$ cat config.mk
export PLATFORM = sky130hd
export DESIGN_NAME = ifetch_unit
export DESIGN_NICKNAME = d
export VERILOG_FILES = /design/src/rtl/ifetch_unit.sv
export SDC_FILE = /design/constraint.sdc
export NUM_CORES = 1
export LEC_CHECK = 0
export BUFFER_PORTS_ARGS = -buffer_cell sky130_fd_sc_hd__buf_4
export CAP_MARGIN = 0
export CORE_ASPECT_RATIO = 0.9
export CORE_MARGIN = 10
export CORE_UTILIZATION = 40
export CTS_CLUSTER_DIAMETER = 60
export DETAILED_ROUTE_END_ITERATION = 8
export PLACE_DENSITY = 0.54
export SYNTH_ARGS = -nofsm -noshare
export SYNTH_HDL_FRONTEND = slang
export SYNTH_SLANG_ARGS = --single-unit
$ cat constraint.sdc
create_clock -name clk -period 12.15 [get_ports clk]
set_input_delay 2.43 -clock clk [delete_from_list [all_inputs] [get_ports clk]]
set_output_delay 2.43 -clock clk [all_outputs]
set_load 0.01 [all_outputs]
$ cat src/rtl/ifetch_unit.sv
`default_nettype none
// ============================================================================
// Module      : ifetch_unit
// Description : Instruction fetch initiator. Holds the fetch PC, issues one
//               word request per cycle to instruction memory while buffer
//               credit remains, and queues returned words with their PCs in
//               a small FIFO for decode. A redirect flushes the buffer, drops
//               any in-flight response and restarts fetch at the new PC.
//               Optional performance counters: define IFETCH_PERF_EN.
// Revision    : 1.0 - initial release
// ============================================================================
module ifetch_unit #(
    parameter logic [31:0] RESET_PC   = 32'h0000_0000,
    parameter int          FIFO_DEPTH = 4
) (
    input  logic        clk,
    input  logic        rst,
    output logic        imem_req,
    output logic [31:0] imem_addr,
    input  logic [31:0] imem_rdata,
    input  logic        redirect_valid,
    input  logic [31:0] redirect_pc,
    output logic        out_valid,
    input  logic        out_ready,
    output logic [31:0] out_instr,
    output logic [31:0] out_pc
`ifdef IFETCH_PERF_EN
    ,
    output logic [31:0] perf_fetch_cnt,
    output logic [31:0] perf_flush_cnt
`endif
);

    // ------------------------------------------------------------------------
    // Constants
    // ------------------------------------------------------------------------
    localparam int c_PTR_W = $clog2(FIFO_DEPTH);
    localparam int c_CNT_W = c_PTR_W + 1;

    // Occupancy (count + inflight) needs one bit more than count.
    localparam logic [c_CNT_W:0] c_DEPTH_OCC = (c_CNT_W + 1)'(FIFO_DEPTH);

    localparam logic [1:0] c_ST_IDLE  = 2'd0;
    localparam logic [1:0] c_ST_FETCH = 2'd1;
    localparam logic [1:0] c_ST_FULL  = 2'd2;

    // ------------------------------------------------------------------------
    // State
    // ------------------------------------------------------------------------
    logic [1:0]          r_state;
    logic [31:0]         r_fetch_pc;
    logic                r_inflight;
    logic [31:0]         r_inflight_pc;

    logic [31:0]         r_fifo_instr [FIFO_DEPTH];
    logic [31:0]         r_fifo_pc    [FIFO_DEPTH];
    logic [c_PTR_W-1:0]  r_rd_ptr;
    logic [c_PTR_W-1:0]  r_wr_ptr;
    logic [c_CNT_W-1:0]  r_count;

    // ------------------------------------------------------------------------
    // Combinational helpers
    // ------------------------------------------------------------------------
    logic [1:0]          w_state_nxt;
    logic                w_redirect;
    logic                w_credit;
    logic                w_issue;
    logic                w_push;
    logic                w_pop;
    logic [c_CNT_W-1:0]  w_count_nxt;
    logic [c_CNT_W:0]    w_occ;
    logic [c_CNT_W:0]    w_occ_nxt;
    logic [31:0]         w_redirect_target;
    logic                w_unused_pc_lsbs;

    // Redirect target is word aligned; the low address bits carry no meaning.
    assign w_redirect_target = {redirect_pc[31:2], 2'b00};
    assign w_unused_pc_lsbs  = &{1'b0, redirect_pc[1:0]};

    // A redirect seen before the first fetch cycle has nothing to restart.
    assign w_redirect = redirect_valid && (r_state != c_ST_IDLE);

    // Credit uses registered occupancy only: a same-cycle pop does not free
    // a slot until the following cycle, which keeps this path short.
    assign w_occ    = {1'b0, r_count} + (c_CNT_W + 1)'(r_inflight);
    assign w_credit = (w_occ < c_DEPTH_OCC);
    assign w_issue  = (r_state == c_ST_FETCH) && w_credit;

    // The word returned this cycle belongs to the previous request, unless a
    // redirect makes it stale.
    assign w_push = r_inflight && !w_redirect;

    // Head is hidden during a redirect cycle, so no pop can happen then.
    assign out_valid = (r_count != '0) && !redirect_valid;
    assign w_pop     = out_valid && out_ready;

    assign w_count_nxt = r_count + c_CNT_W'(w_push) - c_CNT_W'(w_pop);
    assign w_occ_nxt   = {1'b0, w_count_nxt} + (c_CNT_W + 1)'(w_issue);

    // ------------------------------------------------------------------------
    // Memory-side outputs
    // ------------------------------------------------------------------------
    assign imem_req  = w_issue;
    assign imem_addr = r_fetch_pc;

    // ------------------------------------------------------------------------
    // Decode-side outputs: head of the buffer
    // ------------------------------------------------------------------------
    assign out_instr = r_fifo_instr[r_rd_ptr];
    assign out_pc    = r_fifo_pc[r_rd_ptr];

    // Next fetch state: decided from occupancy after this edge's updates.
    always_comb begin
        w_state_nxt = r_state;
        case (r_state)
            c_ST_IDLE: begin
                w_state_nxt = c_ST_FETCH;
            end
            c_ST_FETCH, c_ST_FULL: begin
                if (w_redirect) begin
                    w_state_nxt = c_ST_FETCH;
                end else if (w_occ_nxt >= c_DEPTH_OCC) begin
                    w_state_nxt = c_ST_FULL;
                end else begin
                    w_state_nxt = c_ST_FETCH;
                end
            end
            default: begin
                w_state_nxt = c_ST_IDLE;
            end
        endcase
    end

    // Fetch state register.
    always_ff @(posedge clk or posedge rst) begin
        if (rst) begin
            r_state <= c_ST_IDLE;
        end else begin
            r_state <= w_state_nxt;
        end
    end

    // Fetch PC: redirect wins over sequential advance; wraps at 2^32.
    always_ff @(posedge clk or posedge rst) begin
        if (rst) begin
            r_fetch_pc <= RESET_PC;
        end else if (w_redirect) begin
            r_fetch_pc <= w_redirect_target;
        end else if (w_issue) begin
            r_fetch_pc <= r_fetch_pc + 32'd4;
        end
    end

    // In-flight tracking: one outstanding request, replaced back-to-back.
    always_ff @(posedge clk or posedge rst) begin
        if (rst) begin
            r_inflight    <= 1'b0;
            r_inflight_pc <= 32'd0;
        end else if (w_redirect) begin
            r_inflight    <= 1'b0;
        end else begin
            r_inflight <= w_issue;
            if (w_issue) begin
                r_inflight_pc <= r_fetch_pc;
            end
        end
    end

    // Buffer storage: capture the returned word with the PC that fetched it.
    always_ff @(posedge clk or posedge rst) begin
        if (rst) begin
            for (int i = 0; i < FIFO_DEPTH; i++) begin
                r_fifo_instr[i] <= 32'd0;
                r_fifo_pc[i]    <= 32'd0;
            end
        end else if (w_push) begin
            r_fifo_instr[r_wr_ptr] <= imem_rdata;
            r_fifo_pc[r_wr_ptr]    <= r_inflight_pc;
        end
    end

    // Buffer pointers and occupancy; a redirect empties the buffer outright.
    always_ff @(posedge clk or posedge rst) begin
        if (rst) begin
            r_rd_ptr <= '0;
            r_wr_ptr <= '0;
            r_count  <= '0;
        end else if (w_redirect) begin
            r_rd_ptr <= '0;
            r_wr_ptr <= '0;
            r_count  <= '0;
        end else begin
            if (w_push) begin
                r_wr_ptr <= r_wr_ptr + c_PTR_W'(1);
            end
            if (w_pop) begin
                r_rd_ptr <= r_rd_ptr + c_PTR_W'(1);
            end
            r_count <= w_count_nxt;
        end
    end

`ifdef IFETCH_PERF_EN
    // A flush counts only when the redirect actually throws work away:
    // buffered entries, the response arriving now, or the request issued now.
    logic w_flush_loss;
    assign w_flush_loss = w_redirect && ((r_count != '0) || r_inflight || w_issue);

    // Performance counters: accepted instructions and lossy redirects.
    always_ff @(posedge clk or posedge rst) begin
        if (rst) begin
            perf_fetch_cnt <= 32'd0;
            perf_flush_cnt <= 32'd0;
        end else begin
            if (w_pop) begin
                perf_fetch_cnt <= perf_fetch_cnt + 32'd1;
            end
            if (w_flush_loss) begin
                perf_flush_cnt <= perf_flush_cnt + 32'd1;
            end
        end
    end
`endif

endmodule
`default_nettype wire

==> metrics.csv <==
stage;metric;value;unit
place;dp.cells;1509;
synth;synth-simple-area-share;4.39;%
synth;synth_compound_area_share;2.08;%
min_path;holdPathStages;1;
job;maxCapViolCount;0;
clock_network;post_cts_resized;0;
global_route;grt_max_degree;120;
synth;synth_cell_types;40;
drt;drcViolationCount;0;
timing;min_period_over_period;44.2;%
min_path;hold_path_class;reg2reg;
global_route;gr-total-overflow;0;
place;portBuffers;159;
clock_network;tritoncts;built;
timing;period_needed;5.38;ns
clock_network;clockRootBuffer;clkbuf_16;
setup_path;crit_slowest_cell;dfrtp_4;
clock_network;ctsHoldBuffers;0;
timing;fin_ws;6.77;ns
floorplanning;row_count;65;
min_path;min_from;r_fifo_instr[45];
setup_path;r2r_end;r_fifo_instr[49];
timing;setup_tns;0;ns
timing;report.final.slew_viol_count;0;
timing;setup_viol;0;
timing;slew_headroom;26.8;%
power;clockPowerShare;23.6;%
setup_path;path_class;reg2out;
power;p_sw_share;31.6;%
setup_path;r2r-start;r_state[0];
clock_network;cts_sinks;318;
clock_network;cts_made_buffers;37;
clock_network;postCtsSetupBuffers;0;
setup_path;critPathLaunchType;flip-flop;
place;place_hpwl;19800;µm
global_route;grt_pass1_wl;52500;µm
power;intPower;3.17;mW
timing;timing.fmax;186;MHz
clock_network;worstSkewPairLatency;0.53;ns
run_status;status;finished clean;
synth;avgSynthCellArea;15.3;µm²
synth;synth_seq_cells;318;
drt;wirelength;32700;µm
synth;yosysTopAreaCell;dfrtp_1;
synth;synth_area;14100;µm²
finish;stdcell_count;1575;
floorplanning;pin_count;166;
power;peakVddDrop;0.0000999;V
drt;dr_total_vias;8236;
setup_path;r2r_slack;9.18;ns
timing;skew;0.00882;ns
setup_path;cpMostUsedCell;buf_4;
setup_path;crit_path_end_kind;primary output;
timing;timing.hold.ws;0.497;ns
floorplanning;die_w;218;µm
setup_path;path_max_fanout;38;
place;pre_cts_ws;6.92;ns
synth;synth_adder_area_share;1.12;%
finish;drive_above_1_share;52.5;%
synth;synth-seq-area-share;56.6;%
clock_network;htreeDepth;2;
setup_path;crit_chain;buf_4 > mux4_2 > buf_4;
synth;synth_top_area_share;56.6;%
drt;drt_iter0_markers;396;
power;pwr_density_cell;273;nW/µm²
power;leakage;7.62;nW
synth;synth.area.mux_share;32.3;%
drt;viasPerCell;5.23;
synth;syn_inst;922;
drt;first_pass_iters;4;
synth;synth_xor_area_share;1.31;%
timing;rsz0062_at_grt;no;
global_route;first_global_vias;8907;
synth;yosys_warnings;0;
power;power_switching;1.47;mW
global_route;grt.total_usage;15.4;%
floorplanning;core_area;34900;µm²
clock_network;clk_path_buf_depth;3;
setup_path;required;9.72;ns
drt;drtAntennaViolNets;0;
floorplanning;initial_core_util;40.3;%
finish;syn_to_final_growth;20.6;%
power;pwr-share-seq;41.3;%
finish;fin_util;48.6;%
synth;synth_top_family_by_area;multiplexers;
finish;fill_cells;3040;
drt;routedWlPerCell;20.7;µm
floorplanning;die_area;43100;µm²
place;routabilityCongestion;0.742;
power;p_comb_share;35.1;%
timing;tightest_slew;1.10;ns
min_path;hold_path_end;r_fifo_instr[45];
global_route;antenna_found_initial;0;
finish;nNetsFinal;1159;
setup_path;rr_worst_depth;8;
setup_path;arrival;2.95;ns
synth;netlist_top_cells_area;dfrtp_1 57%, mux2_2 22%, mux4_2 9.9%;
finish;n_antenna_cell;0;
setup_path;cp_slowest_stage_delay;0.82;ns
timing;hold_violations;0;
clock_network;clkSlewWorstSetupHoldPaths;0.06;ns
floorplanning;fp.dieH;198;µm
[metal layers]
metal  wire, µm  share of wire [%]  track usage (%)
met1      15200                 47             20.9
met2      15100                 46             24.2
met3       1880                5.8             4.12
met4        486                1.5             3.39
met5          0                  0                0
[worst max-delay path by stage]
stage,start,to,cells after the start
2_1_floorplan,rst,imem_addr[10],1
3_3_place_gp,redirect_valid,out_valid,3
3_5_place_dp,redirect_valid,out_valid,3
4_1_cts,r_rd_ptr[0],out_instr[24],3
5_1_grt,r_rd_ptr[0],out_instr[13],3
6_report,r_rd_ptr[0],out_instr[13],3
[flip-flops by register name (all words and copies together) (netlist names)]
signal / cells
r_wr_ptr: 2
r_fifo_instr: 128
r_rd_ptr: 2
r_inflight: 1
r_state: 2
r_inflight_pc: 30
r_count: 3
r_fifo_pc: 120
imem_addr: 30
[logic make-up after synthesis]
| family | count (synthesis) |
|---|---|
| xor+xnor | 21 |
| flops | 318 |
| mux | 342 |
| simple gates | 113 |
| other cells | 1 |
| fa+ha+maj | 12 |
| compound gates | 46 |
| buf+inv | 69 |
[synthesized netlist by cell type (all sizes together)]
master / count
nor2: 20
and2: 3
xnor2: 9
nor2b: 4
o211a: 1
fa: 1
a31oi: 11
o32ai: 1
inv: 13
and4: 3
nand4: 15
ha: 11
o211ai: 2
clkbuf: 37
or4: 4
o31ai: 2
nor4b: 2
a21oi: 3
mux4: 62
nand2: 31
or3: 8
mux2i: 2
nand3: 14
xor2: 12
dfrtp: 318
conb: 1
and3: 2
nand3b: 1
buf: 19
nor3: 3
o21ai: 25
mux2: 278
o22a: 1
nor3b: 3
[critical path, delay by kind of cell, from the launching register on]
family   cells  cell delay [ns]
buf+inv      2             0.93
mux          1             0.63
flops        1             0.82
[area by class of cell]
| type | count | area [µm²] | area share, % |
|---|---|---|---|
| sequential | 318 | 7970 | 47.0 |
| clock buffer | 59 | 1140 | 6.73 |
| inverter | 13 | 56.3 | 0.332 |
| clock inverter | 7 | 66.3 | 0.391 |
| multi-input combinational | 538 | 5870 | 34.6 |
| tap | 469 | 587 | 3.46 |
| timing repair buffer | 171 | 1280 | 7.57 |
[metrics by stage]
| stage | total power [mW] | area [µm²] |
|---|---|---|
| 5_1_grt | 4.95 | 17000 |
| 6_report | 4.64 | 17000 |
| 3_5_place_dp | 3.60 | 15800 |
| 4_1_cts | 4.72 | 17000 |
| 3_3_place_gp | 3.56 | 15800 |
| 2_1_floorplan | 2.90 | 14100 |
[power by group through the flow]
| stage | Combinational (mW) | Clock (mW) | Sequential, mW |
|---|---|---|---|
| after floorplan | 1.12 | 0 | 1.78 |
| after global placement | 1.64 | 0 | 1.93 |
| after detailed placement | 1.67 | 0 | 1.94 |
| after CTS | 1.67 | 1.13 | 1.92 |
| after global routing | 1.78 | 1.18 | 1.99 |
| final | 1.63 | 1.10 | 1.92 |
[cell usage in the layout (no fill, tap or decap), drive strengths merged, types with 3 or more instances in the layout]
| cell | netlist | final |
|---|---|---|
| xnor2 | 9 | 9 |
| buf | 19 | 171 |
| a21oi | 3 | 3 |
| mux4 | 62 | 62 |
| nand4 | 15 | 15 |
| o21ai | 25 | 25 |
| nand3 | 14 | 14 |
| clkbuf | 37 | 59 |
| xor2 | 12 | 12 |
| and4 | 3 | 3 |
| dfrtp | 318 | 318 |
| nand2 | 31 | 31 |
| and2 | 3 | 3 |
| ha | 11 | 11 |
| nor3b | 3 | 3 |
| or4 | 4 | 4 |
| nor3 | 3 | 3 |
| or3 | 8 | 8 |
| nor2b | 4 | 4 |
| inv | 13 | 14 |
| mux2 | 278 | 278 |
| a31oi | 11 | 11 |
| clkinv | 0 | 4 |
| nor2 | 20 | 20 |
| conb | 1 | 4 |
Power figures use the tool's default switching activity.
